## config.mk

```make
export PLATFORM = sky130hd
export DESIGN_NAME = uart_tx_arbiter
export DESIGN_NICKNAME = d
export VERILOG_FILES = /design/src/rtl/uart_arb_pkg.sv /design/src/rtl/rr_pick.sv /design/src/rtl/uart_tx_arbiter.sv
export SDC_FILE = /design/constraint.sdc
export NUM_CORES = 1
export LEC_CHECK = 0
export BUFFER_PORTS_ARGS = -buffer_cell sky130_fd_sc_hd__buf_2
export CORE_ASPECT_RATIO = 1.75
export CORE_MARGIN = 2
export CORE_UTILIZATION = 35
export CTS_CLUSTER_DIAMETER = 50
export CTS_CLUSTER_SIZE = 20
export DETAILED_ROUTE_END_ITERATION = 12
export HOLD_SLACK_MARGIN = 0.1
export PLACE_DENSITY = 0.63
export SLEW_MARGIN = 20
export SYNTH_ARGS = -nofsm -noshare
export SYNTH_HDL_FRONTEND = slang
export SYNTH_HIERARCHICAL = 1
export SYNTH_SLANG_ARGS = --single-unit
```

## constraint.sdc

```tcl
create_clock -name i_Clock -period 2.4 [get_ports i_Clock]
set_input_delay 0.24 -clock i_Clock [delete_from_list [all_inputs] [get_ports i_Clock]]
set_output_delay 0.24 -clock i_Clock [all_outputs]
set_load 0.01 [all_outputs]
```

## src/rtl/uart_arb_pkg.sv

```systemverilog
// uart_arb_pkg: state encoding and defaults shared by uart_tx_arbiter and rr_pick.
package uart_arb_pkg;

   // Arbiter FSM states
   typedef enum logic [1:0] {
      S_IDLE  = 2'd0,
      S_ISSUE = 2'd1,
      S_WAIT  = 2'd2
   } arb_state_t;

   localparam int unsigned TIMEOUT_CLKS_DEFAULT = 512;
   localparam int unsigned BYTE_W               = 8;

endpackage

```

## src/rtl/rr_pick.sv

```systemverilog
// rr_pick: combinational rotate-priority picker. Searches req from (last+1) mod NUM_REQ
// upward with wrap and returns the first set index.
module rr_pick
   import uart_arb_pkg::*;
#(
   parameter int unsigned NUM_REQ = 4
) (
   input  logic [NUM_REQ-1:0]         req,
   input  logic [$clog2(NUM_REQ)-1:0] last,
   output logic                       valid,
   output logic [$clog2(NUM_REQ)-1:0] idx
);

   localparam int unsigned IDX_W = $clog2(NUM_REQ);

   int unsigned cand;

   // Walk offsets from farthest to nearest so the nearest set bit after last wins
   always_comb begin
      valid = 1'b0;
      idx   = '0;
      cand  = 0;
      for (int unsigned off = NUM_REQ; off >= 1; off--) begin
         cand = (32'(last) + off) % NUM_REQ;
         if (req[cand]) begin
            valid = 1'b1;
            idx   = cand[IDX_W-1:0];
         end
      end
   end

endmodule

```

## src/rtl/uart_tx_arbiter.sv

```systemverilog
// uart_tx_arbiter: round-robin sharing of one uart_tx serializer among NUM_REQ byte sources.
// One byte per grant; o_Tx_Byte is held until the serializer's done pulse because uart_tx
// samples the byte at the end of its start bit.
// Optional macro UART_ARB_LOCK_EN adds i_Lock: a requester that completes a frame with its
// lock bit set wins its next request unconditionally, keeping multi-byte messages contiguous.
module uart_tx_arbiter
   import uart_arb_pkg::*;
#(
   parameter int unsigned NUM_REQ      = 4,
   parameter int unsigned TIMEOUT_CLKS = TIMEOUT_CLKS_DEFAULT
) (
   input  logic                      i_Clock,
   input  logic                      i_Reset,
   input  logic [NUM_REQ-1:0]        i_Req,
   input  logic [BYTE_W*NUM_REQ-1:0] i_Data,
`ifdef UART_ARB_LOCK_EN
   input  logic [NUM_REQ-1:0]        i_Lock,
`endif
   output logic [NUM_REQ-1:0]        o_Ack,
   output logic                      o_Err,
   output logic                      o_Tx_DV,
   output logic [BYTE_W-1:0]         o_Tx_Byte,
   input  logic                      i_Tx_Active,
   input  logic                      i_Tx_Done
);

   localparam int unsigned IDX_W = $clog2(NUM_REQ);
   localparam int unsigned TMR_W = $clog2(TIMEOUT_CLKS + 1);

   arb_state_t       state;
   logic [IDX_W-1:0] last;
   logic [IDX_W-1:0] idx;
   logic [TMR_W-1:0] timer;

   logic             pick_valid;
   logic [IDX_W-1:0] pick_idx;
   logic             grant_valid;
   logic [IDX_W-1:0] grant_idx;
   logic             hold_off;

   rr_pick #(
      .NUM_REQ (NUM_REQ)
   ) u_rr_pick (
      .req   (i_Req),
      .last  (last),
      .valid (pick_valid),
      .idx   (pick_idx)
   );

   // Requesters are still updating i_Req/i_Data in the ack/err cycle, so no grant then
   assign hold_off = (|o_Ack) | o_Err;

`ifdef UART_ARB_LOCK_EN
   logic locked;

   // A locked requester (always the last one served) overrides round-robin when requesting
   always_comb begin
      grant_valid = pick_valid;
      grant_idx   = pick_idx;
      if (locked && i_Req[last]) begin
         grant_valid = 1'b1;
         grant_idx   = last;
      end
   end

   // Lock follows the i_Lock bit at done; a timeout always releases it
   always_ff @(posedge i_Clock) begin
      if (i_Reset) begin
         locked <= 1'b0;
      end else if (state == S_WAIT) begin
         if (i_Tx_Done) begin
            locked <= i_Lock[idx];
         end else if (timer == TMR_W'(TIMEOUT_CLKS - 1)) begin
            locked <= 1'b0;
         end
      end
   end
`else
   assign grant_valid = pick_valid;
   assign grant_idx   = pick_idx;
`endif

   // Arbiter FSM with registered strobes, byte register and abort timer
   always_ff @(posedge i_Clock) begin
      if (i_Reset) begin
         state     <= S_IDLE;
         last      <= IDX_W'(NUM_REQ - 1);
         idx       <= '0;
         timer     <= '0;
         o_Ack     <= '0;
         o_Err     <= 1'b0;
         o_Tx_DV   <= 1'b0;
         o_Tx_Byte <= '0;
      end else begin
         o_Ack   <= '0;
         o_Err   <= 1'b0;
         o_Tx_DV <= 1'b0;
         case (state)
            S_IDLE: begin
               // Waiting on i_Tx_Active also covers a frame left running across reset
               if (grant_valid && !i_Tx_Active && !hold_off) begin
                  idx       <= grant_idx;
                  o_Tx_Byte <= i_Data[{grant_idx, 3'b000} +: BYTE_W];
                  state     <= S_ISSUE;
               end
            end
            S_ISSUE: begin
               o_Tx_DV <= 1'b1;
               timer   <= '0;
               state   <= S_WAIT;
            end
            S_WAIT: begin
               if (i_Tx_Done) begin
                  o_Ack[idx] <= 1'b1;
                  last       <= idx;
                  state      <= S_IDLE;
               end else if (timer == TMR_W'(TIMEOUT_CLKS - 1)) begin
                  o_Err <= 1'b1;
                  last  <= idx;
                  state <= S_IDLE;
               end else begin
                  timer <= timer + TMR_W'(1);
               end
            end
            default: state <= S_IDLE;
         endcase
      end
   end

endmodule
```

Word-level counts from Yosys, hierarchy flattened:

Index checks and enable logic that the tools add are counted.

* register bits after elaboration: 30
* bits of input ports: 40
* output and inout port bits: 14

* shift operators: 1
* $add $sub $neg: 5
* bitwise operators: 3
* reductions and logical operators: 15
* equality and inequality tests: 7
* $lt $le $gt $ge: 6
* multiplexer cells: 29

Operator list (count)
* 32-bit by 6-bit indexed part select with 8-bit output: 1
* 10-bit 2-to-1 mux: 2
* 10-bit case mux with 2 select lines: 1
* 2-bit 2-to-1 mux: 9
* 2-bit by 3-bit less-than comparator with 1-bit output, second input constant: 5
* 1-bit 2-to-1 mux: 11
* 10-bit by 1-bit adder with 10-bit output, second input constant: 1
* 10-bit by 9-bit == test with 1-bit output, second input constant: 1
* 1-bit binary-select mux with 2-bit select: 4
* 2-bit != test, second input constant: 3
* 2-bit case mux with 3 select lines: 1
* 2-bit AND reduction: 3
* 3-bit OR reduction: 2
* 2-bit by 1-bit adder with 2-bit output, second input constant: 2
* 2-bit adder, second input constant: 2
* 2-bit nonzero test: 2
* 4-bit OR reduction: 1
* 1-bit logical AND: 3
* 3-bit != test, second input constant: 1
* 3-bit AND reduction: 1
* 1-bit demux with 2-bit select: 1
* 2-bit by 1-bit == test with 1-bit output, second input constant: 1
* 2-bit == test, second input constant: 1
* 2-bit by 1-bit >= comparator with 1-bit output, second input constant: 1
* other kinds (4): 6

Depth between registers and ports, before layout:

* depth after elaboration: 11
* mapped depth: 7

By module:

Netlist, hierarchy kept.

Modules (own cells, without submodules)
* uart_tx_arbiter: instances 1, cells an instance 167, area an instance 1602.8 um^2
* rr_pick: instances 1, cells an instance 14, area an instance 91.3 um^2

Worst setup path before layout:

No wires, ideal clock.

* path kind: register -> register
* start point: register last[1]
* end point: register o_Tx_Byte[7]
* slack: 0.604 ns
* data arrival time: 1.668 ns
* data required time: 2.272 ns
* buffers on the path: 1
* clock period less this slack: 1.796 ns
* setup time: 0.128 ns
* cell stages (with the launch flop): 8
* cells stage by stage: dfxtp_1 nand2b_1 a21oi_2 o221ai_2 buf_2 mux4_2 mux2i_1 nor2_1

RTL lines
* from (decl): line uart_tx_arbiter.sv:31 `logic [IDX_W-1:0] last;`
* from (signal assigned): line uart_tx_arbiter.sv:87 `last <= IDX_W'(NUM_REQ - 1);`
* from (signal assigned): line uart_tx_arbiter.sv:115 `last <= idx;`
* from (signal assigned): line uart_tx_arbiter.sv:119 `last <= idx;`
* 2-bit by 1-bit adder with 2-bit output: line rr_pick.sv:24 `cand = (32'(last) + off) % NUM_REQ;`
* 1-bit binary-select mux with 2-bit select: line rr_pick.sv:25 `if (req[cand]) begin`
* 1-bit 2-to-1 mux (not written as such): line rr_pick.sv:25
* 2-bit 2-to-1 mux (3 in series): line rr_pick.sv:25
* 2-bit 2-to-1 mux *: line rr_pick.sv:25
* named net grant_idx[0]: line uart_tx_arbiter.sv:38 `logic [IDX_W-1:0] grant_idx;`
* 32-bit by 6-bit indexed part select with 8-bit output *: line uart_tx_arbiter.sv:103 `o_Tx_Byte <= i_Data[{grant_idx, 3'b000} +: BYTE_W];`
* to (signal assigned): line uart_tx_arbiter.sv:103
* to (decl): line uart_tx_arbiter.sv:22 `output logic [BYTE_W-1:0] o_Tx_Byte,`

The timed path passes the listed nets; every way through them passes the cells marked *. The select of a mux whose other input is x is not followed.
A chain may end at the register's enable or synchronous reset.

Worst setup path in the final report:

* start point: register o_Ack[1]
* end point: register o_Tx_Byte[4]

* longest elaborated chain between the ends: 5

Ends and longest elaborated chain
* from (decl): line uart_tx_arbiter.sv:19 `output logic [NUM_REQ-1:0] o_Ack,`
* from (signal assigned): line uart_tx_arbiter.sv:90 `o_Ack <= '0;`
* from (signal assigned): line uart_tx_arbiter.sv:95 `o_Ack <= '0;`
* from (signal, indexed assignment): line uart_tx_arbiter.sv:114 `o_Ack[idx] <= 1'b1;`
* 4-bit OR reduction: line uart_tx_arbiter.sv:51 `assign hold_off = (|o_Ack) | o_Err;`
* 1-bit OR: line uart_tx_arbiter.sv:51
* 1-bit zero test: line uart_tx_arbiter.sv:101 `if (grant_valid && !i_Tx_Active && !hold_off) begin`
* 1-bit logical AND: line uart_tx_arbiter.sv:101
* 2-bit AND reduction (no line)

Every way passes these cells.

==> out/results.md <==
Routing
* Residual DRC: 0
* violation count after the first detailed-routing iteration: 38
* detail-routed net length per standard cell: 14.60 um
* first-pass iteration count of the detailed router: 4
* antenna-violating nets left: 0
* Routed Wire Length: 4177 um
* vias after detailed routing: 1633
* Avg Vias per Cell: 5.710

Synthesis
* Top FF cell, synth: dfxtp_1
* complex-gate fraction of the synthesized area: 0.1499
* post-synthesis share of cell area spent on full adders, half adders and majority gates: 0.007386
* XOR/XNOR Fraction of Synth Area: 0
* instance count of the mapped netlist: 181
* Synth async-reset ratio: 0
* synthesized cell area: 0.001694 mm2
* library cell with the largest summed area after synthesis: dfxtp_1
* total number of yosys warnings: 6
* syn avg cell area: 9.360 um2
* sequential-to-total area share from yosys stat: 0.3545
* combinational family with the most area after synthesis: simple AND/OR/NAND/NOR gates
* top cell type's share of synthesized area: 0.3545
* multiplexer share of the synthesized area: 0.2009
* EDFF count, synth: 0
* Post-Synthesis Net Count: 222
* area share of and/or/nand/nor cells after synthesis: 0.2467
* synthesis-stage register bit count: 30
* Unique masters post-synth: 43
* top area cells in the synthesized netlist: dfxtp_1, mux4_2, mux2i_1, nor2_1, a21oi_1

Cells and area
* number of inserted diodes: 0
* Layout area overhead: 23.26%
* commonest non-fill, non-tap cell in the layout: buf_2
* fraction of layout cells with a size suffix above 1: 0.3462
* net total in the final layout: 274
* commonest cells after routing, fill and taps aside: buf_2, dfxtp_1, nor2_1, mux2i_1, a21oi_1
* final standard cell utilization of the core: 0.4476

Global routing
* largest net degree at the start of global routing: 31
* initial antenna violation count: 0
* total overflow reported by the global router: 0
* global-route wire length before repair: 7086 um
* GRT Total Usage: 0.1734
* number of global-route vias before repair: 1622

Setup path
* sum of buffers and inverters on the critical path: 0
* Worst setup startpoint: o_Ack[1]$_SDFF_PP0_
* critical path class: flop to flop
* CP Capture Type: flop
* kind of cell with the highest combined delay on the critical path: simple AND/OR/NAND/NOR gates
* Cell Chain, Critical Path: nor4_1 -> nand4_1 -> mux2i_1 -> nor2_1
* highest net fanout along the worst path: 11
* Data arrival, critical path: 2.04 ns
* startpoint type of the worst setup path: flop
* worst stage delay on the critical path: 0.65 ns
* R2R Path Start: o_Ack[1]$_SDFF_PP0_
* Data required, critical path: 2.56 ns
* cell with the largest stage delay on the worst path: nand4_1

Power and ir drop
* fraction of power consumed by sequential logic: 0.462
* portion of total power attributed to combinational logic: 0.169
* leakage dissipation: 0.8858 nW
* part of the total power dissipated in the clock network: 0.369
* PD cells: 556.9 mW/mm2
* Sw Ratio: 0.2670
* VDD IR-drop max: 417.2 uV
* overall power of the completed layout: 0.001163 W
* total internal power: 0.0008524 W
* switching component of the power: 0.0003104 W

Worst hold path
* class of the most critical hold timing path: input port to flop
* min-delay src: i_Tx_Done

Clock tree
* number of buffers between clock root and the deepest sink: 2
* CTS HTree Levels: 2
* Inserted Clock Buffers: 5
* cts hold-fix bufs: 0
* clock tree from TritonCTS: built
* post-cts sizing count: 0
* clk_lat worst skew: 0.29 ns
* clock root cell: clkbuf_8
* clock edge transition at the registers on the reported setup and hold paths: 0.06 ns
* Post CTS Setup Buffer Count: 0
* Sink Count: 30

STA
* fin worst setup slack: 0.5168 ns
* final number of setup-violating endpoints: 0
* max-slew violation count: 0
* normalized max-slew margin: 0.5279
* final count of hold timing violations: 0
* setup skew after layout: 0.002632 ns
* transition time of the tightest slew-check pin: 0.7060 ns
* Tmin final: 1.883 ns
* Max Fclk: 531.0 MHz
* setup repair after global routing missed its margin: false
* Total Negative Setup Slacks: 0 ns
* share of the clock period used by the worst path: 0.7847

Floorplan
* Die Footprint: 0.005435 mm2
* Die Y: 96.04 um
* # IOs: 54
* die outline width: 56.59 um
* starting utilization of the core area: 0.3631
* core region area: 0.004666 mm2
* count of standard-cell rows: 33

Outcome
* result of the run: finished clean

Place
* final weighted congestion in routability-driven placement: 0.9090
* placed wire-length estimate after detailed placement: 3183 um
* pre-CTS setup slack: 0.4245 ns
* number of input and output port buffers inserted: 53

Run
* Max Cap Violations: 0

[cell usage after synthesis, drive strengths merged (2+ instances only)]
master  count
nand2b      5
inv         5
nand3       6
nand2      10
and2        2
nor2       26
nor3        6
nand3b      2
a311oi      2
clkbuf      3
dfxtp      30
mux2i      16
o21ai       4
a21oi      11
nor4        6
buf         8
a31oi       4
nor2b       3
mux4        8
o32ai       2
and3        4
nand4       2
a21o        3
and4b       2
[power by group through the flow]
stage	sequential [W]	combinational, W	clock (W)
detailed placement	0.000548	0.000200	0
floorplan	0.000547	0.000128	0
CTS	0.000537	0.000201	0.000435
global route	0.000539	0.000220	0.000454
finish	0.000537	0.000197	0.000429
global placement	0.000548	0.000197	0
[stage by stage]
| step | cell area, um2 | std cells | hold WS [ns] |
|---|---|---|---|
| finish | 2088 | 286 | 0.3762 |
| global route | 2088 | 286 | 0.3977 |
| CTS | 2088 | 286 | 0.3759 |
| detailed placement | 1997 | 278 | 0.4841 |
| global placement | 1997 | 278 | 0.4718 |
| floorplan | 1694 | 181 | 0.4216 |
[cell type report]
class / count / area [um2]
clock buffers: 7 / 86.33
fillers: 482 / 2577
well taps: 52 / 65.06
clock inverters: 1 / 5.005
repair buffers: 56 / 287.8
inverters: 5 / 18.77
multi-input cells: 135 / 1025
flip-flops and latches: 30 / 600.6
[kinds of logic (layout without fill, tap and decap cells)]
family,after synthesis,after routing
adders and majority gates,1,1
and+or+nand+nor,78,78
buffers and inverters,16,69
muxes,24,24
AOI/OAI and AO/OA,32,32
DFF,30,30
[worst register-to-register path: cells and delay by family (launching register included)]
| kind | cells | cell delay, ns |
|---|---|---|
| flip-flops | 1 | 0.31 |
| AND/OR/NAND/NOR | 3 | 1.09 |
| multiplexers | 1 | 0.35 |
[final timing paths]
| check | end | slack (ns) | depth (start not counted) |
|---|---|---|---|
| max | o_Tx_Byte[4]$_SDFFE_PP0P_ | 0.52 | 4 |
| min | o_Ack[2]$_SDFF_PP0_ | 0.38 | 3 |
| min reg2reg | o_Tx_Byte[5]$_SDFFE_PP0P_ | 0.49 | 2 |
| max reg2reg | o_Tx_Byte[4]$_SDFFE_PP0P_ | 0.52 | 4 |
[routing by layer]
layer  vias to the layer above  GRT usage  part of all wire
li1                        775          -                 -
met1                       775     0.1696              0.35
met4                         0     0.1290             0.050
met2                        68     0.3043              0.52
met3                        15    0.05108             0.073
met5                         -          0                 0
[flip-flops by register name (all words and copies together), names as in the netlist]
register / flops
idx: 2
last: 2
o_Ack: 4
o_Err: 1
o_Tx_Byte: 8
o_Tx_DV: 1
state: 2
timer: 10
No activity file was read; power rests on OpenSTA's default activity.
